===== src/rtl/countdown_timer.sv =====
// countdown_timer: settable BCD countdown timer with its own 1 ms timebase.
// Counts hh:mm:ss.mmm down to zero and flags expiry.
module countdown_timer #(
    parameter int CLK_PER_MS = 100000,
    parameter int MAX_HOURS  = 23
) (
    input  logic        clk,
    input  logic        resetn,
    input  logic        button,
    input  logic        start_stop,
    input  logic [5:0]  set,
    output logic [11:0] Milli_o,
    output logic [7:0]  Seconds_o,
    output logic [7:0]  Minutes_o,
    output logic [7:0]  Hours_o,
    output logic [1:0]  state_o,
    output logic [1:0]  field_o,
    output logic        expired
);
    localparam int PW = CLK_PER_MS > 1 ? $clog2(CLK_PER_MS) : 1;
    localparam logic [PW-1:0] PRE_MAX = PW'(CLK_PER_MS - 1);
    localparam logic [5:0] MAX_H = 6'(MAX_HOURS);
    localparam logic [1:0] S_SET = 2'b00, S_RUN = 2'b01, S_PAUSE = 2'b10, S_EXP = 2'b11;
    localparam logic [1:0] F_SEC = 2'b00, F_MIN = 2'b01, F_HR = 2'b10;

    logic [1:0]    state_q, state_d, field_q, field_d;
    logic [11:0]   milli_q, milli_d;
    logic [7:0]    sec_q, sec_d, min_q, min_d, hr_q, hr_d;
    logic [PW-1:0] pre_q, pre_d;
    logic          btn_prev_q, btn_prev_d, ss_prev_q, ss_prev_d;
    logic          btn_edge, ss_edge, tick, nonzero, is_one, borrow_s, borrow_m, borrow_h;
    logic [5:0]    clamp_sm, clamp_h;

    function automatic logic [7:0] to_bcd(input logic [5:0] v);
        return {4'(v / 6'd10), 4'(v % 6'd10)};
    endfunction

    // Two-digit BCD decrement; wrap is the value that follows 00.
    function automatic logic [7:0] dec2(input logic [7:0] v, input logic [7:0] wrap);
        return v == 8'h00 ? wrap : v[3:0] == 4'h0 ? {v[7:4] - 4'h1, 4'h9} : {v[7:4], v[3:0] - 4'h1};
    endfunction

    function automatic logic [11:0] dec3(input logic [11:0] v);
        return v == 12'h000 ? 12'h999 : {v[7:0] == 8'h00 ? v[11:8] - 4'h1 : v[11:8], dec2(v[7:0], 8'h99)};
    endfunction

    assign btn_edge = button & ~btn_prev_q;
    assign ss_edge  = start_stop & ~ss_prev_q;
    assign tick     = pre_q == PRE_MAX;
    assign nonzero  = |{hr_q, min_q, sec_q, milli_q};
    assign is_one   = {hr_q, min_q, sec_q, milli_q} == 36'h1;
    assign borrow_s = milli_q == 12'h000;
    assign borrow_m = borrow_s && sec_q == 8'h00;
    assign borrow_h = borrow_m && min_q == 8'h00;
    assign clamp_sm = set > 6'd59 ? 6'd59 : set;
    assign clamp_h  = set > MAX_H ? MAX_H : set;

    always_comb begin
        state_d    = state_q;
        field_d    = field_q;
        milli_d    = milli_q;
        sec_d      = sec_q;
        min_d      = min_q;
        hr_d       = hr_q;
        pre_d      = pre_q;
        btn_prev_d = button;
        ss_prev_d  = start_stop;
        if (ss_edge) begin
            if ((state_q == S_SET && nonzero) || state_q == S_PAUSE) begin
                state_d = S_RUN;
                pre_d   = '0;
            end else if (state_q == S_RUN) begin
                state_d = S_PAUSE;
            end
        end else if (btn_edge) begin
            if (state_q == S_SET) begin
                milli_d = '0;
                if (field_q == F_SEC) sec_d = to_bcd(clamp_sm);
                else if (field_q == F_MIN) min_d = to_bcd(clamp_sm);
                else hr_d = to_bcd(clamp_h);
                field_d = field_q == F_HR ? F_SEC : field_q + 2'd1;
            end else if (state_q != S_RUN) begin
                state_d = S_SET;
                field_d = F_SEC;
                milli_d = '0;
                sec_d   = '0;
                min_d   = '0;
                hr_d    = '0;
            end
        end else if (state_q == S_RUN) begin
            pre_d = tick ? '0 : pre_q + PW'(1);
            if (tick && is_one) begin
                milli_d = '0;
                state_d = S_EXP;
            end else if (tick) begin
                milli_d = dec3(milli_q);
                sec_d   = borrow_s ? dec2(sec_q, 8'h59) : sec_q;
                min_d   = borrow_m ? dec2(min_q, 8'h59) : min_q;
                hr_d    = borrow_h ? dec2(hr_q, 8'h00) : hr_q;
            end
        end
    end

    always_ff @(posedge clk or negedge resetn) begin
        if (!resetn) begin
            state_q    <= S_SET;
            field_q    <= F_SEC;
            milli_q    <= '0;
            sec_q      <= '0;
            min_q      <= '0;
            hr_q       <= '0;
            pre_q      <= '0;
            btn_prev_q <= 1'b1;
            ss_prev_q  <= 1'b1;
        end else begin
            state_q    <= state_d;
            field_q    <= field_d;
            milli_q    <= milli_d;
            sec_q      <= sec_d;
            min_q      <= min_d;
            hr_q       <= hr_d;
            pre_q      <= pre_d;
            btn_prev_q <= btn_prev_d;
            ss_prev_q  <= ss_prev_d;
        end
    end

    assign Milli_o   = milli_q;
    assign Seconds_o = sec_q;
    assign Minutes_o = min_q;
    assign Hours_o   = hr_q;
    assign state_o   = state_q;
    assign field_o   = field_q;
    assign expired   = state_q == S_EXP;
endmodule


===== config.mk =====
export PLATFORM = sky130hd
export DESIGN_NAME = countdown_timer
export DESIGN_NICKNAME = d
export VERILOG_FILES = /design/src/rtl/countdown_timer.sv
export SDC_FILE = /design/constraint.sdc
export NUM_CORES = 1
export LEC_CHECK = 0
export CAP_MARGIN = 20
export CORE_MARGIN = 2
export CORE_UTILIZATION = 30
export DETAILED_ROUTE_END_ITERATION = 10
export DONT_BUFFER_PORTS = 1
export SLEW_MARGIN = 20
export SYNTH_ARGS = -nofsm -noshare
export SYNTH_HDL_FRONTEND = slang
export SYNTH_SLANG_ARGS = --single-unit

===== constraint.sdc =====
create_clock -name clk -period 2.8 [get_ports clk]
set_clock_uncertainty 0.1 [all_clocks]
set_input_delay 0.42 -clock clk [delete_from_list [all_inputs] [get_ports clk]]
set_output_delay 0.42 -clock clk [all_outputs]
set_load 0.02 [all_outputs]

* Yosys cells after proc, flatten, opt, wreduce, memory -nomap -nowiden
Index checks and enable logic that the tools add are counted.
** Cells by class
- Add/subtract/negate cells :: 11
- Div/mod/pow operators :: 4
- Order comparisons :: 2
- Equal/unequal tests :: 19
- Multiplexer cells :: 57
- Bitwise gates (word level) :: 5
- Reductions and logical operators :: 44
** Operator list (number)
- 8-bit two-way mux :: 32
- 17-bit two-way mux :: 5
- 12-bit two-way mux :: 7
- 36-bit by 1-bit == test with 1-bit output (second input constant) :: 1
- 36-bit OR reduction :: 1
- 4-bit by 1-bit subtractor with 4-bit output (second input constant) :: 9
- 8-bit zero test :: 4
- 8-bit AND reduction :: 3
- 2-bit two-way mux :: 10
- 9-bit AND reduction :: 2
- 3-bit nonzero test :: 6
- 17-bit by 1-bit adder with 17-bit output (second input constant) :: 1
- 17-bit == test (second input constant) :: 1
- 4-bit zero test :: 4
- 5-bit AND reduction :: 3
- 2-bit nonzero test :: 7
- 6-bit by 4-bit divider with 6-bit output (second input constant) :: 2
- 12-bit zero test :: 1
- 6-bit by 4-bit modulo with 6-bit output (second input constant) :: 2
- 6-bit two-way mux :: 2
- 3-bit by 1-bit != test with 1-bit output (second input constant) :: 3
- 3-bit != test (second input constant) :: 3
- 7-bit AND reduction :: 1
- 2-bit == test (second input constant) :: 3
- 17 further kinds :: 29
** Storage, ports and cells
- Flip-flop bits (word level) :: 59
- Input bits :: 10
- Output and inout bits :: 41

* Depth between registers and ports, before layout
Gate-level depths: netlist of the first run.
- Depth after elaboration :: 8
- Mapped depth :: 10

* Worst setup path before layout of the first run
Ideal clock, no wire load.
- Kind :: input -> register
- From :: input set[4]
- To :: register min_q[4], in the netlist Minutes_o[4]
- Setup time :: 0.126 ns
- Arrival time :: 2.584 ns
- Required time :: 2.574 ns
- Setup slack :: -0.010 ns
- Stages on the path :: 10
- Path buffers :: 2
- Cell sequence :: buf_2 clkbuf_1 inv_1 ha_1 a211oi_1 o31ai_1 and3_1 a41o_1 o21a_1 o32a_1
** On the way
- Cells in the longest elaborated chain, start to end :: 7
** RTL lines
- from (decl) :: line 11 : input logic [5:0] set,
- 6-bit greater-than comparator :: line 55 : assign clamp_sm = set > 6'd59 ? 6'd59 : set;
- 6-bit two-way mux * :: line 55
- 6-bit by 4-bit divider with 6-bit output * :: line 35 : return {4'(v / 6'd10), 4'(v % 6'd10)};
- 8-bit two-way mux * :: line 79 : else if (field_q == F_MIN) min_d = to_bcd(clamp_sm);
- 8-bit two-way mux * :: line 78 : if (field_q == F_SEC) sec_d = to_bcd(clamp_sm);
- 8-bit two-way mux * :: line 76 : if (state_q == S_SET) begin
- 8-bit two-way mux * :: line 75 : end else if (btn_edge) begin
- to (signal assigned) :: line 120 : min_q <= min_d;
- to (decl) :: line 28 : logic [7:0] sec_q, sec_d, min_q, min_d, hr_q, hr_d;
Mark *: on every way between the ends. The rest lies on a longest branch, timed or not. The select of a mux whose other input is x is not followed.
A chain may end at the register's enable or synchronous reset.

* Worst setup path after layout of the first run
- From :: register pre_q[0]
- To :: register hr_q[3], in the netlist Hours_o[3]
** On the way
- Cells in the longest elaborated chain, start to end :: 4
- Elaborated cells between the ends (all ways) :: 5
** RTL lines
- from (decl) :: line 29 : logic [PW-1:0] pre_q, pre_d;
- from (signal assigned) :: line 122 : pre_q <= pre_d;
- 17-bit == test * :: line 49 : assign tick = pre_q == PRE_MAX;
- 1-bit logical AND :: line 92 : if (tick && is_one) begin
- 2-bit != test (no line)
- 8-bit AND reduction (no line) *
- to (signal assigned) :: line 121 : hr_q <= hr_d;
- to (decl) :: line 28
Mark *: on every way between the ends. The rest lies on a longest branch, timed or not.

==> results of run 1 <==
metal layers:
metal / vias to the layer above / global-route usage, %
li1: 2105 / -
met1: 2145 / 18.89
met2: 149 / 26.78
met3: 33 / 5.326
met4: 0 / 6.405
met5: - / 0
cells in the final DEF (no fill, tap or decap), types with 11 or more instances in the layout:
cell type	Yosys	final
nor2_1	53	53
inv_1	27	27
nand2_1	39	39
o31ai_1	13	13
ha_1	18	18
nor3_1	22	22
o21ai_0	69	69
a21oi_1	27	27
nand2b_1	11	11
dfrtp_1	57	57
a31oi_1	18	18
buf_4	0	43
nand4_1	11	11
nand3_1	17	17
final cells by class:
type / instances / area, um2
Inverter: 28 / 105.1
Clock inverter: 5 / 52.55
Clock buffer: 11 / 242.7
Fill cell: 1486 / 9239
Sequential cell: 59 / 1479
Timing Repair Buffer: 47 / 380.4
Multi-Input combinational cell: 428 / 2695
Tap cell: 184 / 230.2
registers in the layout, summed over array words and instances (netlist names):
name	flops
Seconds_o	8
Milli_o	12
Minutes_o	8
pre_q	17
Hours_o	8
field_o	2
btn_prev_q	1
ss_prev_q	1
state_o	2
worst min-delay path: stages:
cell and delay [ps]:
o22ai_1 50, o211ai_1 150, o21ai_0 90
stage by stage:
step,instances,hold WS [ps]
6_report,762,332.4
5_1_grt,762,335.8
4_1_cts,762,328.8
3_5_place_dp,742,27.50
3_3_place_gp,742,28.84
2_1_floorplan,538,24.41
where the power goes:
group          switching [W]  internal, W
Combinational        0.00138     0.000896
Sequential          0.000357      0.00110
Clock               0.000387     0.000707
Total                0.00212      0.00271
worst max path at each step:
stage	from	endpoint	slack, ps	depth (start not counted)
2_1_floorplan	set[4]	Minutes_o[4]	100	10
3_3_place_gp	set[4]	Hours_o[4]	250	8
3_5_place_dp	set[5]	Hours_o[1]	180	9
4_1_cts	pre_q[0]	Hours_o[6]	190	7
5_1_grt	Milli_o[1]	Hours_o[1]	10	8
6_report	pre_q[0]	Hours_o[3]	170	7
kinds of logic after synthesis:
| family | count (synthesis) | synth area share, % |
|---|---|---|
| flip-flops | 59 | 33.75 |
| multiplexers | 1 | 0.2285 |
| AO/OA/AOI/OAI | 194 | 28.73 |
| AND/OR/NAND/NOR | 215 | 27.36 |
| buffers and inverters | 51 | 4.797 |
| adder cells (fa/ha/maj) | 18 | 5.140 |
what timing repair did:
item | 4_1_cts | 5_1_grt
buffers inserted | 0 | 0
gates resized for setup | 0 | 0
endpoints found under the hold margin | 61 | 0
hold buffers | 4 | 0
==> impl_metrics.toml, run 1 <==
[placement]
postPlaceCellArea_um2 = 4832
routabilityCongestion = 0.8578
dp_slack_ps = 181.8
io_buffer_count = 0
place_hpwl_mm = 9.334

[detailed_routing]
wl_met1_mm = 5.412
drc = 0
drt_first_pass_iters = 6
wl_per_cell_um = 16.77
drt-initial-drc-count = 333
avgViaCountPerCell = 5.816
routed_wl_mm = 12.78
highest_layer = "met4"
dr_wl_met2_mm = 6.098
vias = 4432
route.met3.wl_um = 910
ant_nets = 0

[setup_path]
r2r.worst_path.cells = 7
r2r_end = "Hours_o[3]"
path_cells = "ha_1, and4_1, nand4_2, or4_4, o211ai_4, or2_1, o21ai_0"
critical_path_arrival_ps = 2730
path_delay_family = "simple AND/OR/NAND/NOR gates"
path_buf_inv = 0
max_stage_delay_ps = 620
cp_slowest_cell = "or4_4"
cp-start-kind = "flop"
reg2reg_from = "pre_q[0]"
ff2ff_setup_slack_ps = 170
cp-end-kind = "flop"
crit_type = "reg2reg"
required_ps = 2900
worst-path-max-fanout = 10

[min_path]
hold_path_end = "Seconds_o[1]"
min_from = "set[1]"
hold_depth = 3
hold_path_class = "in2reg"

[clocking]
htreeDepth = 3
numClockSinks = 59
clk_latency_ps = 330
clockRootBuffer = "clkbuf_16"
numCtsBuffers = 9
clock_path_buffers = 2
path_clk_slew_ps = 50
cts_tree = "yes"

[global_routing]
grt_overflow_total = 0
grt_max_degree = 60
grt_pass1_vias = 4231
groute.usage.overall_pct = 15.99
antenna_found_initial = 0
grt_pass1_wl_mm = 20.82

[sta]
tightest_slew_ps = 689.5
rsz0062_at_grt = "no"
period_share_pct = 93.81
setup_viol = 0
clock.fmax_mhz = 380.7
post-route-min-period_ps = 2627
drv_slew = 0
worst_slack_ps = 173.3
hold_viol = 0
finalSetupTns_ps = 0
slew_headroom_pct = 53.68

[finish]
layout-drive-gt1-share_pct = 14.88
fin_util_pct = 35.95
design_area_um2 = 5185
syn2layout_area_growth_pct = 18.33
nNetsFinal = 601
antenna_cells = 0

[synthesis]
ys.warnings.count = 0
synth_top_area_share_pct = 32.55
ys.flop_type = "dfrtp_1"
ys_ff_latch = 59
syn_nets = 566
yosysUniqueCellTypes = 69
syn-cell-area_um2 = 4382
synth_most_common_cell = "o21ai_0"
synth_area_leader_cell = "dfrtp_1"
avgSynthCellArea_um2 = 8.144
synth_edf_count = 0
syn_inst = 538
synthArstFlopShare_pct = 100.0
yosysSeqAreaShare_pct = 33.75
synth_commonest_cells = "o21ai_0 (69), dfrtp_1 (57), nor2_1 (53), nand2_1 (39)"
ys_top_cells_by_area = "dfrtp_1 (33%), o21ai_0 (7.9%), ha_1 (5.1%)"

[floorplan]
die_area_um2 = 15590
core_area_um2 = 14420
die_h_um = 124.9
num_rows = 44
io_pins = 51
die-width_um = 124.9
initial_utilization_pct = 30.38

[pwr]
vdd_drop_max_uv = 363.2
leakagePower_nw = 2.125
total_power_w = 0.004825
powerDensity_nw_per_um2 = 930.6

[flow_run]
drv_cap = 0

[run_status]
status = "finished clean"
Power figures use the tool's default switching activity.
==> inputs of run 2 (changes only) <==
--- a/config.mk
+++ b/config.mk
@@ -5,11 +5,11 @@
 export SDC_FILE = /design/constraint.sdc
 export NUM_CORES = 1
 export LEC_CHECK = 0
-export CAP_MARGIN = 20
 export CORE_MARGIN = 2
 export CORE_UTILIZATION = 30
 export DETAILED_ROUTE_END_ITERATION = 10
 export DONT_BUFFER_PORTS = 1
+export REMOVE_ABC_BUFFERS = 1
 export SLEW_MARGIN = 20
 export SYNTH_ARGS = -nofsm -noshare
 export SYNTH_HDL_FRONTEND = slang
==> run 2 against run 1 <==
Non-clock buffer count did not move. Design area fell by 0.29%. Global-route usage rose by 0.82 points. Largest power group unchanged. Utilization fell by 0.10 points. Die area did not move. Worst setup slack improved by 39 ps. Via count rose by 0.23%. Final cell count did not move. Maximum frequency rose by 1.5%. Critical endpoint is now Hours_o[6]. Combinational power barely moved. Total power fell by 1.3%.
==> impl_metrics.toml, run 2 (synthesized netlist as in run 1, its figures left out) <==
[run_status]
status = "finished clean"

[finish]
layout-drive-gt1-share_pct = 14.53
syn2layout_area_growth_pct = 17.99
final_cell_mix = "o21ai_0 (69), dfrtp_1 (57), nor2_1 (53)"
largest_register_ffs = 17
final_common_cell = "o21ai_0"
nNetsFinal = 601
antenna_cells = 0
design_area_um2 = 5170
largest-register = "pre_q"

[detailed_routing]
drt-initial-drc-count = 294
drc = 0
vias = 4442
routed_wl_mm = 13.15
drt_first_pass_iters = 5
wl_per_cell_um = 17.26
ant_nets = 0
avgViaCountPerCell = 5.829

[setup_path]
crit_type = "reg2reg"
r2r_end = "Hours_o[6]"
worst-path-max-fanout = 6
r2r.worst_path.cells = 8
critical_path_arrival_ps = 2710
required_ps = 2920
cp-end-kind = "flop"
ff2ff_setup_slack_ps = 210
reg2reg_from = "pre_q[0]"
cp-start-kind = "flop"

[pwr]
clockPowerShare_pct = 21.6
vdd_drop_max_uv = 328.0
p_switching_w = 0.002122
total_power_w = 0.004761
p_int_w = 0.002639
combPwrFrac_pct = 47.3
powerDensity_nw_per_um2 = 920.9
p_sw_share_pct = 44.56
leakagePower_nw = 2.117
seqPwrFrac_pct = 31.1

[clocking]
clockRootBuffer = "clkbuf_16"
clock_path_buffers = 2
clk_latency_ps = 340
numClockSinks = 59
cts_tree = "yes"
path_clk_slew_ps = 50
htreeDepth = 3
post_cts_buffers = 0
numCtsBuffers = 9

[sta]
period_share_pct = 92.43
tightest_slew_ps = 671.8
rsz0062_at_grt = "no"
hold_viol = 0
clock.fmax_mhz = 386.4
worst_slack_ps = 212.0
drv_slew = 0
setup_viol = 0
post-route-min-period_ps = 2588
slew_headroom_pct = 54.87

[floorplan]
initial_utilization_pct = 30.38
num_rows = 44
io_pins = 51
core_area_um2 = 14420
die-width_um = 124.9
die_area_um2 = 15590
die_h_um = 124.9

[placement]
io_buffer_count = 0
dp_slack_ps = 172.4
routabilityCongestion = 0.8096
place_hpwl_mm = 9.388
postPlaceCellArea_um2 = 4832

[global_routing]
groute.usage.overall_pct = 16.81
grt_pass1_wl_mm = 21.65
grt_max_degree = 60
grt_pass1_vias = 4262
antenna_found_initial = 0
grt_overflow_total = 0

[min_path]
hold_depth = 3
hold_path_class = "in2reg"
min_from = "set[1]"
hold_path_end = "Minutes_o[1]"

[flow_run]
drv_cap = 0
## run 2: cell type report
cell class,instances,area [um2]
inverters,28,105.1
repair buffers,47,380.4
multi-input cells,428,2701
flip-flops and latches,59,1479
clock buffers,14,264.0
well taps,184,230.2
fillers,1459,9254
clock inverters,2,10.01
## run 2: stage by stage
step	instances	TNS, ps	utilization [%]	hold slack (ps)
floorplan	515	-4102	-	24.41
global placement	742	0	33.50	28.52
detailed placement	742	0	33.50	28.35
CTS	762	0	35.80	307.9
global route	762	0	35.84	338.8
finish	762	0	35.84	310.7
## run 2: timing repair
action / 4_1_cts / 5_1_grt
endpoints found under the setup margin: 0 / 2
hold buffers: 4 / 0
gates resized for setup: 0 / 1
hold endpoints to repair: 61 / 0
## run 2: metal layers
metal	track usage [%]	routed length (um)	up-vias
met5	0	0	-
met4	4.837	185	0
met3	6.701	1121	18
met2	27.48	6159	133
met1	20.51	5684	2173
li1	-	-	2118
## run 2: power by group through the flow
| stage | sequential (W) | clock (W) | combinational [W] |
|---|---|---|---|
| floorplan | 0.00169 | 0 | 0.00117 |
| global placement | 0.00148 | 0 | 0.00213 |
| detailed placement | 0.00149 | 0 | 0.00218 |
| CTS | 0.00148 | 0.00104 | 0.00223 |
| global route | 0.00152 | 0.00108 | 0.00252 |
| finish | 0.00148 | 0.00103 | 0.00225 |
## run 2: critical path, cell delays in order (launching register included)
cell and delay (ps):
dfrtp_1 380, ha_1 220, and4_1 320, nand4_2 210
or4_4 620, o211ai_4 260, buf_4 200, o31ai_1 100
o41ai_2 80
## run 2: worst max path at each step
stage | end | depth (start not counted) | from
after floorplan | Hours_o[1] | 6 | button
after global placement | Hours_o[4] | 8 | set[4]
after detailed placement | Minutes_o[4] | 8 | set[3]
after CTS | Hours_o[6] | 10 | Milli_o[8]
after global routing | Milli_o[5] | 7 | pre_q[0]
final | Hours_o[6] | 8 | pre_q[0]
